<file path="config.mk">
export PLATFORM = sky130hd
export DESIGN_NAME = uart_tx_frame_ctrl
export DESIGN_NICKNAME = d
export VERILOG_FILES = /design/src/rtl/uart_pkg.sv /design/src/rtl/uart_tx_serializer.sv /design/src/rtl/uart_tx_frame_ctrl.sv
export SDC_FILE = /design/constraint.sdc
export NUM_CORES = 1
export LEC_CHECK = 0
export CORE_UTILIZATION = 52
export CTS_BUF_LIST = sky130_fd_sc_hd__clkbuf_8
export CTS_CLUSTER_SIZE = 30
export DETAILED_ROUTE_END_ITERATION = 10
export PLACE_DENSITY = 0.8
export SLEW_MARGIN = 30
export SYNTH_ARGS = -nofsm -noshare
export SYNTH_HDL_FRONTEND = slang
export SYNTH_HIERARCHICAL = 1
export SYNTH_SLANG_ARGS = --single-unit
</file>
<file path="constraint.sdc">
create_clock -name clk_i -period 2 [get_ports clk_i]
set_clock_uncertainty 0.15 [all_clocks]
set_input_delay 0.4 -clock clk_i [delete_from_list [all_inputs] [get_ports clk_i]]
set_output_delay 0.4 -clock clk_i [all_outputs]
set_load 0.005 [all_outputs]
</file>
<file path="src/rtl/uart_pkg.sv">
// Shared UART transmit types and constants: FSM state encoding, line levels,
// default payload width and a counter-width helper.
package uart_pkg;

    localparam int   UART_DEFAULT_DATA_WIDTH = 8;
    localparam logic UART_LINE_IDLE          = 1'b1;
    localparam logic UART_START_BIT          = 1'b0;

    typedef enum logic [2:0] {
        IDLE,
        START,
        DATA,
        PARITY,
        STOP
    } uart_tx_state_t;

    // A single-bit payload still needs a one-bit counter to stay legal.
    function automatic int uart_cnt_width(input int w);
        return (w > 1) ? $clog2(w) : 1;
    endfunction

endpackage

</file>
<file path="src/rtl/uart_tx_serializer.sv">
// Payload shift register and bit counter for the UART transmitter; ser_data_o
// is the bit the line should carry in the cycle after the current one.
module uart_tx_serializer
    import uart_pkg::*;
#(
    parameter int DATA_WIDTH = UART_DEFAULT_DATA_WIDTH
) (
    input  logic                  clk_i,
    input  logic                  rst_i,
    input  logic                  load_i,
    input  logic                  shift_i,
    input  logic [DATA_WIDTH-1:0] load_data_i,
    output logic                  ser_data_o,
    output logic                  ser_done_o
);

    localparam int CW = uart_cnt_width(DATA_WIDTH);

    logic [DATA_WIDTH-1:0] shift_q, shift_d, shifted;
    logic [CW-1:0]         cnt_q, cnt_d;

    always_comb begin
        shifted = shift_q >> 1;
        shift_d = shift_q;
        cnt_d   = cnt_q;
        if (load_i) begin
            shift_d = load_data_i;
            cnt_d   = '0;
        end else if (shift_i) begin
            shift_d = shifted;
            cnt_d   = cnt_q + CW'(1);
        end
    end

    always_ff @(posedge clk_i or posedge rst_i) begin
        if (rst_i) begin
            shift_q <= '0;
            cnt_q   <= '0;
        end else begin
            shift_q <= shift_d;
            cnt_q   <= cnt_d;
        end
    end

    // The line output is registered, so while shifting we must hand over the
    // bit that becomes bit 0 after this edge rather than the current one.
    assign ser_data_o = shift_i ? shifted[0] : shift_q[0];
    assign ser_done_o = (cnt_q == CW'(DATA_WIDTH - 1));

endmodule

</file>
<file path="src/rtl/uart_tx_frame_ctrl.sv">
// UART transmit framing controller: start bit, LSB-first payload, optional
// parity, stop bit(s). Define UART_TX_STOP2_EN for two stop cycles.
module uart_tx_frame_ctrl
    import uart_pkg::*;
#(
    parameter int DATA_WIDTH = UART_DEFAULT_DATA_WIDTH
) (
    input  logic                  clk_i,
    input  logic                  rst_i,
    input  logic [DATA_WIDTH-1:0] p_data_i,
    input  logic                  data_valid_i,
    input  logic                  par_en_i,
    input  logic                  par_bit_i,
    output logic                  tx_out_o,
    output logic                  busy_o,
    output logic                  frame_done_o
);

    uart_tx_state_t state_q, state_d;
    logic           par_en_q, par_en_d;
    logic           tx_q, tx_d;
    logic           busy_q, busy_d;
    logic           done_q, done_d;
    logic           ser_load, ser_shift, ser_data, ser_done;
`ifdef UART_TX_STOP2_EN
    logic [1:0]     stop_cnt_q, stop_cnt_d;
`endif

    uart_tx_serializer #(
        .DATA_WIDTH (DATA_WIDTH)
    ) u_serializer (
        .clk_i       (clk_i),
        .rst_i       (rst_i),
        .load_i      (ser_load),
        .shift_i     (ser_shift),
        .load_data_i (p_data_i),
        .ser_data_o  (ser_data),
        .ser_done_o  (ser_done)
    );

    // Outputs are computed for the state being entered and registered with it.
    always_comb begin
        state_d   = state_q;
        par_en_d  = par_en_q;
        tx_d      = UART_LINE_IDLE;
        busy_d    = 1'b1;
        done_d    = 1'b0;
        ser_load  = 1'b0;
        ser_shift = 1'b0;
`ifdef UART_TX_STOP2_EN
        stop_cnt_d = stop_cnt_q;
`endif
        case (state_q)
            IDLE: begin
                busy_d = 1'b0;
                if (data_valid_i) begin
                    ser_load = 1'b1;
                    par_en_d = par_en_i;
                    state_d  = START;
                    tx_d     = UART_START_BIT;
                    busy_d   = 1'b1;
                end
            end
            START: begin
                state_d = DATA;
                tx_d    = ser_data;
            end
            DATA: begin
                ser_shift = 1'b1;
                if (!ser_done) begin
                    tx_d = ser_data;
                end else if (par_en_q) begin
                    state_d = PARITY;
                    tx_d    = par_bit_i;
                end else begin
                    state_d = STOP;
`ifdef UART_TX_STOP2_EN
                    stop_cnt_d = 2'd0;
`endif
                end
            end
            PARITY: begin
                state_d = STOP;
`ifdef UART_TX_STOP2_EN
                stop_cnt_d = 2'd0;
`endif
            end
            STOP: begin
`ifdef UART_TX_STOP2_EN
                if (stop_cnt_q == 2'd1) begin
                    state_d = IDLE;
                    busy_d  = 1'b0;
                    done_d  = 1'b1;
                end else begin
                    stop_cnt_d = stop_cnt_q + 2'd1;
                end
`else
                state_d = IDLE;
                busy_d  = 1'b0;
                done_d  = 1'b1;
`endif
            end
            default: begin
                state_d = IDLE;
                busy_d  = 1'b0;
            end
        endcase
    end

    always_ff @(posedge clk_i or posedge rst_i) begin
        if (rst_i) begin
            state_q  <= IDLE;
            par_en_q <= 1'b0;
            tx_q     <= UART_LINE_IDLE;
            busy_q   <= 1'b0;
            done_q   <= 1'b0;
        end else begin
            state_q  <= state_d;
            par_en_q <= par_en_d;
            tx_q     <= tx_d;
            busy_q   <= busy_d;
            done_q   <= done_d;
        end
    end

`ifdef UART_TX_STOP2_EN
    always_ff @(posedge clk_i or posedge rst_i) begin
        if (rst_i) begin
            stop_cnt_q <= 2'd0;
        end else begin
            stop_cnt_q <= stop_cnt_d;
        end
    end
`endif

    assign tx_out_o     = tx_q;
    assign busy_o       = busy_q;
    assign frame_done_o = done_q;

endmodule

</file>
==> results.py <==
metrics = {
    "floorplan": {
        "num_io_pins": 16,
        "die_y_microns": 42.7,
        "num_rows": 14,
        "die_w_microns": 42.7,
        "start_util_pct": 56.4,
        "core-area_sq_mm": 0.00152,
        "die_area_sq_mm": 0.00182,
    },
    "setup_path": {
        "reg2reg_to": "tx_out_o",
        "cp.required_ps": 1450,
        "critical_path.top_delay_family": "flip-flops",
        "r2r_setup_slack_ps": 330,
        "max_stage_delay_ps": 520,
        "end_kind": "output pin",
        "worst_r2r_path_depth": 5,
        "critPathSlowestCell": "dfstp_2",
        "worst-path-buf-inv": 1,
        "rr_startpoint": "state_q[0]",
        "crit_chain": "clkdlybuf4s50_1",
        "path_class": "reg -> out",
        "worstPathArrival_ps": 1250,
        "startpoint_type": "flop",
        "worstPathMaxFanout": 1,
    },
    "outcome": {
        "status": "finished clean",
    },
    "pwr": {
        "vdd_ir_drop_max_mv": 0.963,
        "total_power_mw": 1.57,
        "comb_power_share_pct": 41.5,
        "sw_frac_of_total_pct": 32.4,
        "internal_power_mw": 1.06,
        "switchingPower_mw": 0.511,
        "p_per_area_mw_per_mm2": 1450,
        "pwr-share-seq_pct": 40.1,
        "p_leak_nw": 0.488,
        "p_clk_share_pct": 18.4,
    },
    "clocking": {
        "clk_pin_slew_worst_paths_ps": 70,
        "root_buffer": "clkbuf_8",
        "cts.sinks": 18,
        "h-tree-depth": 1,
        "cts_buffers": 3,
        "clockBufferDepth": 2,
        "cts_tree": "yes",
        "post_cts_resized": 0,
        "post_cts_buffers": 0,
        "cts-hold-fix-buffers": 0,
        "clock_latency_ps": 250,
    },
    "global_routing": {
        "grt_pass1_wl_microns": 2570,
        "antenna_found_initial": 0,
        "grt.total_usage_pct": 19.4,
        "grt_max_degree": 15,
        "grt_overflow": 0,
        "grt_pass1_vias": 570,
    },
    "drt": {
        "drc": 0,
        "drt_iter0_drc": 4,
        "vias": 607,
        "ant_nets": 0,
        "wl_per_cell_microns": 13.5,
        "totalWireLength_microns": 1530,
        "firstDrtPassIters": 4,
        "viasPerCell": 5.37,
    },
    "logic_synthesis": {
        "synth_top_family_by_area": "multiplexers",
        "post_synth_mux_area_share_pct": 16.2,
        "yosys.area_share.simple_pct": 14.8,
        "synth_nets": 93,
        "yosysSeqAreaShare_pct": 52.5,
        "synthDistinctLibCells": 24,
        "syn_area_sq_um": 860,
        "synth_xor_area_share_pct": 1.02,
        "syn_avg_cell_area_sq_um": 11.0,
        "synth_compound_area_share_pct": 6.84,
        "synthCells": 78,
        "yosys.area_share.adder_pct": 2.91,
        "yosys_warnings": 6,
        "synth-seq-cells": 18,
    },
    "sta": {
        "fin_setup_tns_ps": 0,
        "timing.final.max_slew_violations": 0,
        "hold_violations": 0,
        "worstMarginPinSlew_ps": 418,
        "period_minus_slack_ps": 1800,
        "fmax_mhz": 555,
        "relSlewSlack_pct": 72.1,
        "rsz0062_at_grt": "false",
        "finalSetupViolations": 0,
        "min_period_over_period_pct": 90.0,
    },
    "finish": {
        "final_core_util_pct": 71.4,
        "area_growth_pct": 26.6,
        "n_antenna_cell": 0,
        "layout.nets": 113,
        "drive_gt1_share_pct": 14.4,
    },
    "flow_run": {
        "drv_cap": 0,
    },
    "placed_design": {
        "port_buffers": 15,
        "gp_congestion": 0.783,
        "dpl.hpwl_microns": 1100,
    },
    "min_path": {
        "hold_class": "in -> async",
    },
}
## sequential cells by signal, indices dropped and copies added, names as in the netlist
signal and cells:
u_serializer/shift_q 8, state_q 3, u_serializer/cnt_q 3, busy_o 1, frame_done_o 1, par_en_q 1
tx_out_o 1
## area by class of cell
cell class | count | area [sq um]
clock buffer | 4 | 55.1
fill | 115 | 435
multi-input combinational | 51 | 359
timing repair buffer | 20 | 188
inverter | 4 | 15.0
tap | 16 | 20.0
sequential | 18 | 452
## worst max-delay path by stage
stage	start	endpoint	slack (ps)	cells past startpoint
CTS	tx_out_o	tx_out_o	190	1
global route	tx_out_o	tx_out_o	170	1
finish	tx_out_o	tx_out_o	200	1
global placement	data_valid_i	u_serializer/shift_q[7]	130	6
detailed placement	data_valid_i	u_serializer/shift_q[7]	80	6
floorplan	state_q[2]	tx_out_o	310	6
## layout by cell type, fill, tap and decap left out
| cell | instances |
|---|---|
| o22ai_1 | 1 |
| mux2_1 | 1 |
| o21ai_1 | 7 |
| nor2_1 | 6 |
| mux2i_1 | 9 |
| nand2b_1 | 4 |
| a22oi_1 | 1 |
| nor3_1 | 2 |
| clkbuf_8 | 4 |
| xnor2_1 | 1 |
| mux2_2 | 2 |
| nor2b_1 | 1 |
| nor3b_1 | 1 |
| ha_1 | 2 |
| a21oi_1 | 2 |
| dfstp_2 | 1 |
| dfrtp_1 | 17 |
| nor4_4 | 1 |
| nand3_1 | 1 |
| buf_4 | 5 |
| clkdlybuf4s50_1 | 15 |
| mux2_4 | 1 |
| nand2_1 | 8 |
| inv_1 | 4 |
## power groups by stage
stage | clock network, mW | registers [mW] | logic (mW)
finish | 0.290 | 0.631 | 0.653
global route | 0.315 | 0.646 | 0.727
CTS | 0.299 | 0.631 | 0.659
detailed placement | 0 | 0.636 | 0.652
global placement | 0 | 0.625 | 0.635
floorplan | 0 | 0.605 | 0.510
## cells in the mapped netlist
master,n,share of area (%)
mux2_4,1,1.7
mux2i_1,9,10
nor3_1,2,1.2
xnor2_1,1,1.0
o21ai_1,7,4.1
buf_4,1,0.87
ha_1,2,2.9
nor3b_1,1,0.87
nor2b_1,1,0.73
nand3_1,1,0.58
mux2_2,2,2.6
inv_1,4,1.7
nand2_1,8,3.5
buf_6,1,1.3
buf_2,3,1.7
dfrtp_1,17,49
nor4_4,1,2.5
nor2_1,6,2.6
dfstp_2,1,3.1
nand2b_1,4,2.9
o22ai_1,1,0.73
mux2_1,1,1.3
a22oi_1,1,0.87
a21oi_1,2,1.2
## per-layer routing
metal,up-vias,GRT usage (%),wire [microns]
met5,-,0,0
met4,0,11.3,8
met3,2,2.55,43
met2,11,29.1,790
met1,296,27.0,685
li1,298,-,-
## through the flow
step                      cells  hold WS, ps  cell area (sq um)  setup WS, ps
after floorplan              78         52.7                860           312
after global placement      109          342               1030           132
after detailed placement    109          348               1030          76.5
after CTS                   113          258               1090           188
after global routing        113          299               1090           174
final                       113          254               1090           200
## cells by family after synthesis
group                      after synthesis
and+or+nand+nor                         24
xor gates and xnor gates                 1
adders and majority gates                2
muxes                                   13
AOI/OAI and AO/OA                       11
DFF                                     18
buffers and inverters                    9
## worst register-to-register path, stage by stage, from the launching register on
cell	delay, ps
dfrtp_1	490
nor2_1	260
mux2_4	340
nor2b_1	130
o22ai_1	120
a22oi_1	100
Note: power is estimated with default switching activity, not from simulation.
